### src/rtl/mdu_pkg.sv
// Shared definitions for the multiply/divide unit.
//   WIDTH      operand and result width (only 32 is supported)
//   OP_*       operation encodings carried on the op port
//   state_t    controller states
package mdu_pkg;

    localparam int WIDTH = 32;

    localparam logic [1:0] OP_MULT  = 2'b00;
    localparam logic [1:0] OP_MULTU = 2'b01;
    localparam logic [1:0] OP_DIV   = 2'b10;
    localparam logic [1:0] OP_DIVU  = 2'b11;

    typedef enum logic [1:0] {
        IDLE = 2'd0,
        RUN  = 2'd1,
        FIX  = 2'd2
    } state_t;

    function automatic logic op_is_div(input logic [1:0] op);
        return (op == OP_DIV) || (op == OP_DIVU);
    endfunction

    function automatic logic op_is_signed(input logic [1:0] op);
        return (op == OP_MULT) || (op == OP_DIV);
    endfunction

endpackage

### src/rtl/mdu_negate.sv
// Conditional two's-complement.
//   value   input operand
//   neg     when high, result = -value; otherwise result = value
//   result  output
module mdu_negate #(
    parameter int W = 64
) (
    input  logic [W-1:0] value,
    input  logic         neg,
    output logic [W-1:0] result
);

    assign result = neg ? ((~value) + {{(W-1){1'b0}}, 1'b1}) : value;

endmodule

### src/rtl/mul_div_unit.sv
// Iterative HI/LO multiply/divide unit, fixed 33-cycle latency.
//   clock, reset_n      clock and asynchronous active-low reset
//   start, op           launch MULT/MULTU/DIV/DIVU (sampled in IDLE only)
//   src_a, src_b        multiplicand/dividend, multiplier/divisor
//   mthi, mtlo, wdata   direct HI/LO writes (IDLE only, start wins)
//   busy                high whenever an operation is in flight
//   done                one-cycle pulse after HI/LO take a new result
//   hi, lo              architectural HI/LO registers
//
// state | meaning
// ------+-----------------------------------------------------------
// IDLE  | waiting; accepts start or mthi/mtlo writes
// RUN   | one radix-2 iteration per cycle, 32 iterations
// FIX   | sign correction, result written to hi/lo, done next cycle
module mul_div_unit #(
    parameter int WIDTH = mdu_pkg::WIDTH
) (
    input  logic             clock,
    input  logic             reset_n,
    input  logic             start,
    input  logic [1:0]       op,
    input  logic [WIDTH-1:0] src_a,
    input  logic [WIDTH-1:0] src_b,
    input  logic             mthi,
    input  logic             mtlo,
    input  logic [WIDTH-1:0] wdata,
    output logic             busy,
    output logic             done,
    output logic [WIDTH-1:0] hi,
    output logic [WIDTH-1:0] lo
);

    import mdu_pkg::*;

    state_t           state;
    logic [5:0]       iter;
    logic             is_div_q;
    logic             sign_a_q;
    logic             sign_b_q;
    logic             div_zero_q;
    logic [WIDTH-1:0] mcand_q;
    logic [WIDTH-1:0] acc_hi;
    logic [WIDTH-1:0] acc_lo;

    logic             signed_op;
    logic             sign_a;
    logic             sign_b;
    logic [WIDTH-1:0] mag_a;
    logic [WIDTH-1:0] mag_b;

    assign signed_op = op_is_signed(op);
    assign sign_a    = signed_op & src_a[WIDTH-1];
    assign sign_b    = signed_op & src_b[WIDTH-1];

    mdu_negate #(.W(WIDTH)) u_mag_a (.value(src_a), .neg(sign_a), .result(mag_a));
    mdu_negate #(.W(WIDTH)) u_mag_b (.value(src_b), .neg(sign_b), .result(mag_b));

    // One iteration. Multiply: acc_lo holds the multiplier and shifts right while
    // the partial product enters from the top. Divide: acc_hi is the partial
    // remainder, acc_lo shifts the dividend out and the quotient bits in.
    logic [WIDTH:0]   mul_sum;
    logic [WIDTH:0]   div_shift;
    logic [WIDTH-1:0] div_sub;
    logic             div_ge;
    logic [WIDTH-1:0] step_hi;
    logic [WIDTH-1:0] step_lo;

    always_comb begin
        mul_sum   = {1'b0, acc_hi} + (acc_lo[0] ? {1'b0, mcand_q} : {(WIDTH+1){1'b0}});
        div_shift = {acc_hi, acc_lo[WIDTH-1]};
        div_ge    = (div_shift >= {1'b0, mcand_q});
        // Low bits of the difference are exact; with a zero divisor the remainder
        // simply accumulates the dividend, which is what hi must show.
        div_sub   = div_shift[WIDTH-1:0] - mcand_q;
        step_hi   = mul_sum[WIDTH:1];
        step_lo   = {mul_sum[0], acc_lo[WIDTH-1:1]};
        if (is_div_q) begin
            step_hi = div_ge ? div_sub : div_shift[WIDTH-1:0];
            step_lo = {acc_lo[WIDTH-2:0], div_ge};
        end
    end

    // Sign fix-up: full 64-bit product for multiply, quotient in the low half for
    // divide. A zero divisor keeps the all-ones quotient unnegated.
    logic [2*WIDTH-1:0] fix_in;
    logic [2*WIDTH-1:0] fix_out;
    logic               fix_neg;
    logic [WIDTH-1:0]   rem_out;

    assign fix_in  = is_div_q ? {{WIDTH{1'b0}}, acc_lo} : {acc_hi, acc_lo};
    assign fix_neg = (sign_a_q ^ sign_b_q) & ~(is_div_q & div_zero_q);

    mdu_negate #(.W(2*WIDTH)) u_fix_main (.value(fix_in), .neg(fix_neg), .result(fix_out));
    mdu_negate #(.W(WIDTH))   u_fix_rem  (.value(acc_hi), .neg(sign_a_q), .result(rem_out));

    always_ff @(posedge clock or negedge reset_n) begin
        if (!reset_n) begin
            state      <= IDLE;
            iter       <= '0;
            is_div_q   <= 1'b0;
            sign_a_q   <= 1'b0;
            sign_b_q   <= 1'b0;
            div_zero_q <= 1'b0;
            mcand_q    <= '0;
            acc_hi     <= '0;
            acc_lo     <= '0;
            hi         <= '0;
            lo         <= '0;
            done       <= 1'b0;
        end else begin
            done <= 1'b0;
            case (state)
                IDLE: begin
                    if (start) begin
                        is_div_q   <= op_is_div(op);
                        sign_a_q   <= sign_a;
                        sign_b_q   <= sign_b;
                        div_zero_q <= (src_b == '0);
                        iter       <= '0;
                        acc_hi     <= '0;
                        if (op_is_div(op)) begin
                            acc_lo  <= mag_a;
                            mcand_q <= mag_b;
                        end else begin
                            acc_lo  <= mag_b;
                            mcand_q <= mag_a;
                        end
                        state <= RUN;
                    end else begin
                        if (mthi) hi <= wdata;
                        if (mtlo) lo <= wdata;
                    end
                end
                RUN: begin
                    acc_hi <= step_hi;
                    acc_lo <= step_lo;
                    iter   <= iter + 6'd1;
                    if (iter == 6'd31) state <= FIX;
                end
                FIX: begin
                    if (is_div_q) begin
                        lo <= fix_out[WIDTH-1:0];
                        hi <= rem_out;
                    end else begin
                        {hi, lo} <= fix_out;
                    end
                    done  <= 1'b1;
                    state <= IDLE;
                end
                default: state <= IDLE;
            endcase
        end
    end

    assign busy = (state != IDLE);

endmodule

### config.mk
export PLATFORM = sky130hd
export DESIGN_NAME = mul_div_unit
export DESIGN_NICKNAME = d
export VERILOG_FILES = /design/src/rtl/mdu_pkg.sv /design/src/rtl/mdu_negate.sv /design/src/rtl/mul_div_unit.sv
export SDC_FILE = /design/constraint.sdc
export NUM_CORES = 1
export LEC_CHECK = 0
export BUFFER_PORTS_ARGS = -buffer_cell sky130_fd_sc_hd__buf_2
export CAP_MARGIN = 20
export CORE_MARGIN = 3
export CORE_UTILIZATION = 30
export CTS_CLUSTER_DIAMETER = 100
export DETAILED_ROUTE_END_ITERATION = 7
export MAX_ROUTING_LAYER = met4
export SETUP_SLACK_MARGIN = 0.1
export SLEW_MARGIN = 20
export SYNTH_ARGS = -nofsm -noshare
export SYNTH_HDL_FRONTEND = slang
export SYNTH_HIERARCHICAL = 1
export SYNTH_SLANG_ARGS = --single-unit
### constraint.sdc
create_clock -name clock -period 4.8 [get_ports clock]
set_input_delay 0.24 -clock clock [delete_from_list [all_inputs] [get_ports clock]]
set_output_delay 0.24 -clock clock [all_outputs]
set_load 0.02 [all_outputs]
==> results_dict.tcl <==
set metrics [dict create \
    outcome "finished, final reports clean" \
    ys_seq_area_share_pct 25.4 \
    clock_sinks 173 \
    drt_first_iter_violations 1348 \
    first_global_vias 15800 \
    gp_congestion 0.983 \
    post-place-ws_ns 0.790 \
    start_util_pct 30.6 \
    core_sq_mm 0.0556 \
    die_w_um 244 \
    period_share_pct 85.7 \
    tns_ns 0 \
    cts_root_buf "clkbuf_16" \
    layout.nets 2332 \
    stdcell_count 2920 \
    slew_viol_final 0 \
    fp.dieH_um 244 \
    period_needed_ns 4.11 \
    drt_wl_total_um 59200 \
    grt_max_degree 84 \
    cp_max_fo 25 \
    globalRouteOverflowTotal 0 \
    setup_slack_ns 0.688 \
    synth_cells 2054 \
    whs_ns 0.0274 \
    synth_top_area_share_pct 25.4 \
    synth_nets 2228 \
    worst_pin_slew_ns 1.04 \
    netlist_area_sq_mm 0.0170 \
    ys_types 93 \
    area_growth_pct 13.1 \
    synth_commonest_cells "nand2_1 (262), o21ai_0 (219), xnor2_1 (180)" \
    hpwl_um 46400 \
    synth_most_common_cell "nand2_1" \
    critical_path_class "reg -> reg" \
    io_buffers 168 \
    vias_per_cell 5.57 \
    rsz0062_at_grt "no" \
    synth-edff-count 0 \
    post-place-cells 2884 \
    ys.flop_type "dfrtp_1" \
    avgSynthCellArea_sq_um 8.30 \
    vias 16300 \
    hold_viol 0 \
    io_pins 169 \
    skew_ns 0.0175 \
    slew_headroom_pct 30.6 \
    crit_path_start_kind "flip-flop" \
    ys_warn_count 6 \
    cp.arrival_ns 4.46 \
    fillCellCount 5867 \
    drc_errors 0 \
    required_ns 5.15 \
    grt_usage_pct 20.1 \
    drive_above_1_share_pct 15.3 \
    cts_resized 0 \
    cts_max_path_buffers 2 \
    core.rowCount 86 \
    ant_nets 0 \
    setup_viol 0 \
    netlist_top_cells_area "dfrtp_1 (25%), mux2i_1 (9.4%), xnor2_1 (9.2%)" \
    max_freq_mhz 243 \
    maxCapViolCount 0 \
    clk_latency_ns 0.47 \
    design_power_total_mw 12.8 \
    cts_tree "yes" \
    min_path_type "in -> reg" \
    ys_ff_latch 173 \
    power_leakage_nw 7.88 \
    powerDensity_mw_per_mm2 662 \
    end_kind "flip-flop" \
    path_clk_slew_ns 0.07 \
    regArea_sq_mm 0.00433 \
    antenna_found_initial 0 \
    htree_levels 4 \
    async_flop_share_pct 100 \
    multi_input_area_sq_mm 0.0120 \
    vdd_drop_max_v 0.000387 \
    dieArea_sq_mm 0.0597 \
    routedWlPerCell_um 20.3 \
    drtPass1Iterations 5 \
    cts_made_buffers 17 \
    yosysTopAreaCell "dfrtp_1" \
    grt_pass1_wl_um 92300 \
]
-- per-layer routing --
layer | global-route usage, % | part of all wire [%] | routed length [um] | up-vias
met5 | - | 0 | 0 | -
met4 | 4.73 | 1.9 | 1130 | 0
met3 | 2.23 | 5.2 | 3110 | 62
met2 | 32.1 | 47 | 27600 | 527
met1 | 27.5 | 46 | 27400 | 7981
li1 | - | - | - | 7696
-- critical path, stage by stage (launching register included) --
cell	delay, ns
dfrtp_1	0.84
and2_1	0.23
ha_1	0.18
inv_1	0.06
fa_1	0.40
nor2b_1	0.16
o31a_1	0.20
o31a_1	0.19
o21ai_1	0.14
o31a_1	0.40
o31ai_1	0.60
a31oi_1	0.20
mux2i_1	0.15
a32o_1	0.24
-- what timing repair did --
item / CTS / global route
buffers inserted: 0 / 0
endpoints found under the hold margin: 80 / 0
hold buffers: 3 / 0
-- placed cells by master (no fill, tap or decap), types with 7 or more instances in the layout --
master,count
o31ai_1,54
o31ai_2,10
a22oi_1,14
a21o_1,33
a211oi_1,11
o211ai_1,47
a21oi_1,102
or3_1,17
or4_1,8
nor4_4,13
buf_4,33
a31oi_1,10
dfrtp_1,172
nor4_1,20
and2_1,38
nand3_1,36
o41ai_1,24
inv_1,59
buf_2,166
o21a_1,9
xnor2_1,180
xor2_1,20
ha_1,69
nand2b_1,23
o21bai_1,7
nor2b_1,46
nor2_1,89
and3_1,12
nand2_1,261
o41ai_2,16
nand4_1,19
o21ai_0,219
nor3_1,15
mux2i_1,160
or2_2,8
clkbuf_16,17
-- kinds of logic (layout without fill, tap and decap cells) --
| group | count (synthesis) | in the layout | share of synthesized area (%) |
|---|---|---|---|
| adder cells (fa/ha/maj) | 71 | 71 | 5.30 |
| AND/OR/NAND/NOR | 653 | 653 | 20.7 |
| XOR/XNOR | 200 | 200 | 10.3 |
| AO/OA/AOI/OAI | 613 | 613 | 24.2 |
| buffers and inverters | 178 | 295 | 4.34 |
| multiplexers | 166 | 166 | 9.79 |
| other | 0 | 1 | 0 |
| flip-flops | 173 | 173 | 25.4 |
-- flip-flops by register name, summed over array words and instances (netlist names) --
| signal | count |
|---|---|
| acc_hi | 32 |
| acc_lo | 32 |
| hi | 32 |
| lo | 32 |
| mcand_q | 32 |
| iter | 6 |
| state | 2 |
| div_zero_q | 1 |
| done | 1 |
| is_div_q | 1 |
| sign_a_q | 1 |
| sign_b_q | 1 |
-- through the flow --
step / cell area [sq um] / util, %
after global routing: 19300 / 34.7
final: 19300 / 34.7
after floorplan: 17000 / -
after global placement: 18600 / 33.5
after detailed placement: 18600 / 33.5
after CTS: 19300 / 34.7
-- cell type report --
class	count	share of cell area, %
antenna	1	0.0130
clock buffer	18	2.23
clock inverter	14	1.12
inverter	60	1.17
multi-input combinational	1703	62.4
sequential	173	22.5
tap	748	4.85
timing repair buffer	203	5.81
-- power by group --
group	leakage, nW	switching [mW]	internal [mW]	total, mW
Sequential	2.14	0.901	1.98	2.88
Combinational	5.42	4.90	3.41	8.31
Clock	0.316	0.648	0.926	1.57
Total	7.88	6.45	6.31	12.8
-- worst paths after layout --
path,slack [ns],endpoint,start,depth (start not counted)
min reg2reg,0.48,lo[16],lo[16],2
max in group asynchronous,3.16,lo[18],reset_n,3
min,0.03,lo[23],wdata[23],3
max,0.69,acc_hi[29],acc_lo[0],13
min in group asynchronous,0.36,lo[23],reset_n,2
max reg2reg,0.69,acc_hi[29],acc_lo[0],13
(Power assumes the default switching activity.)
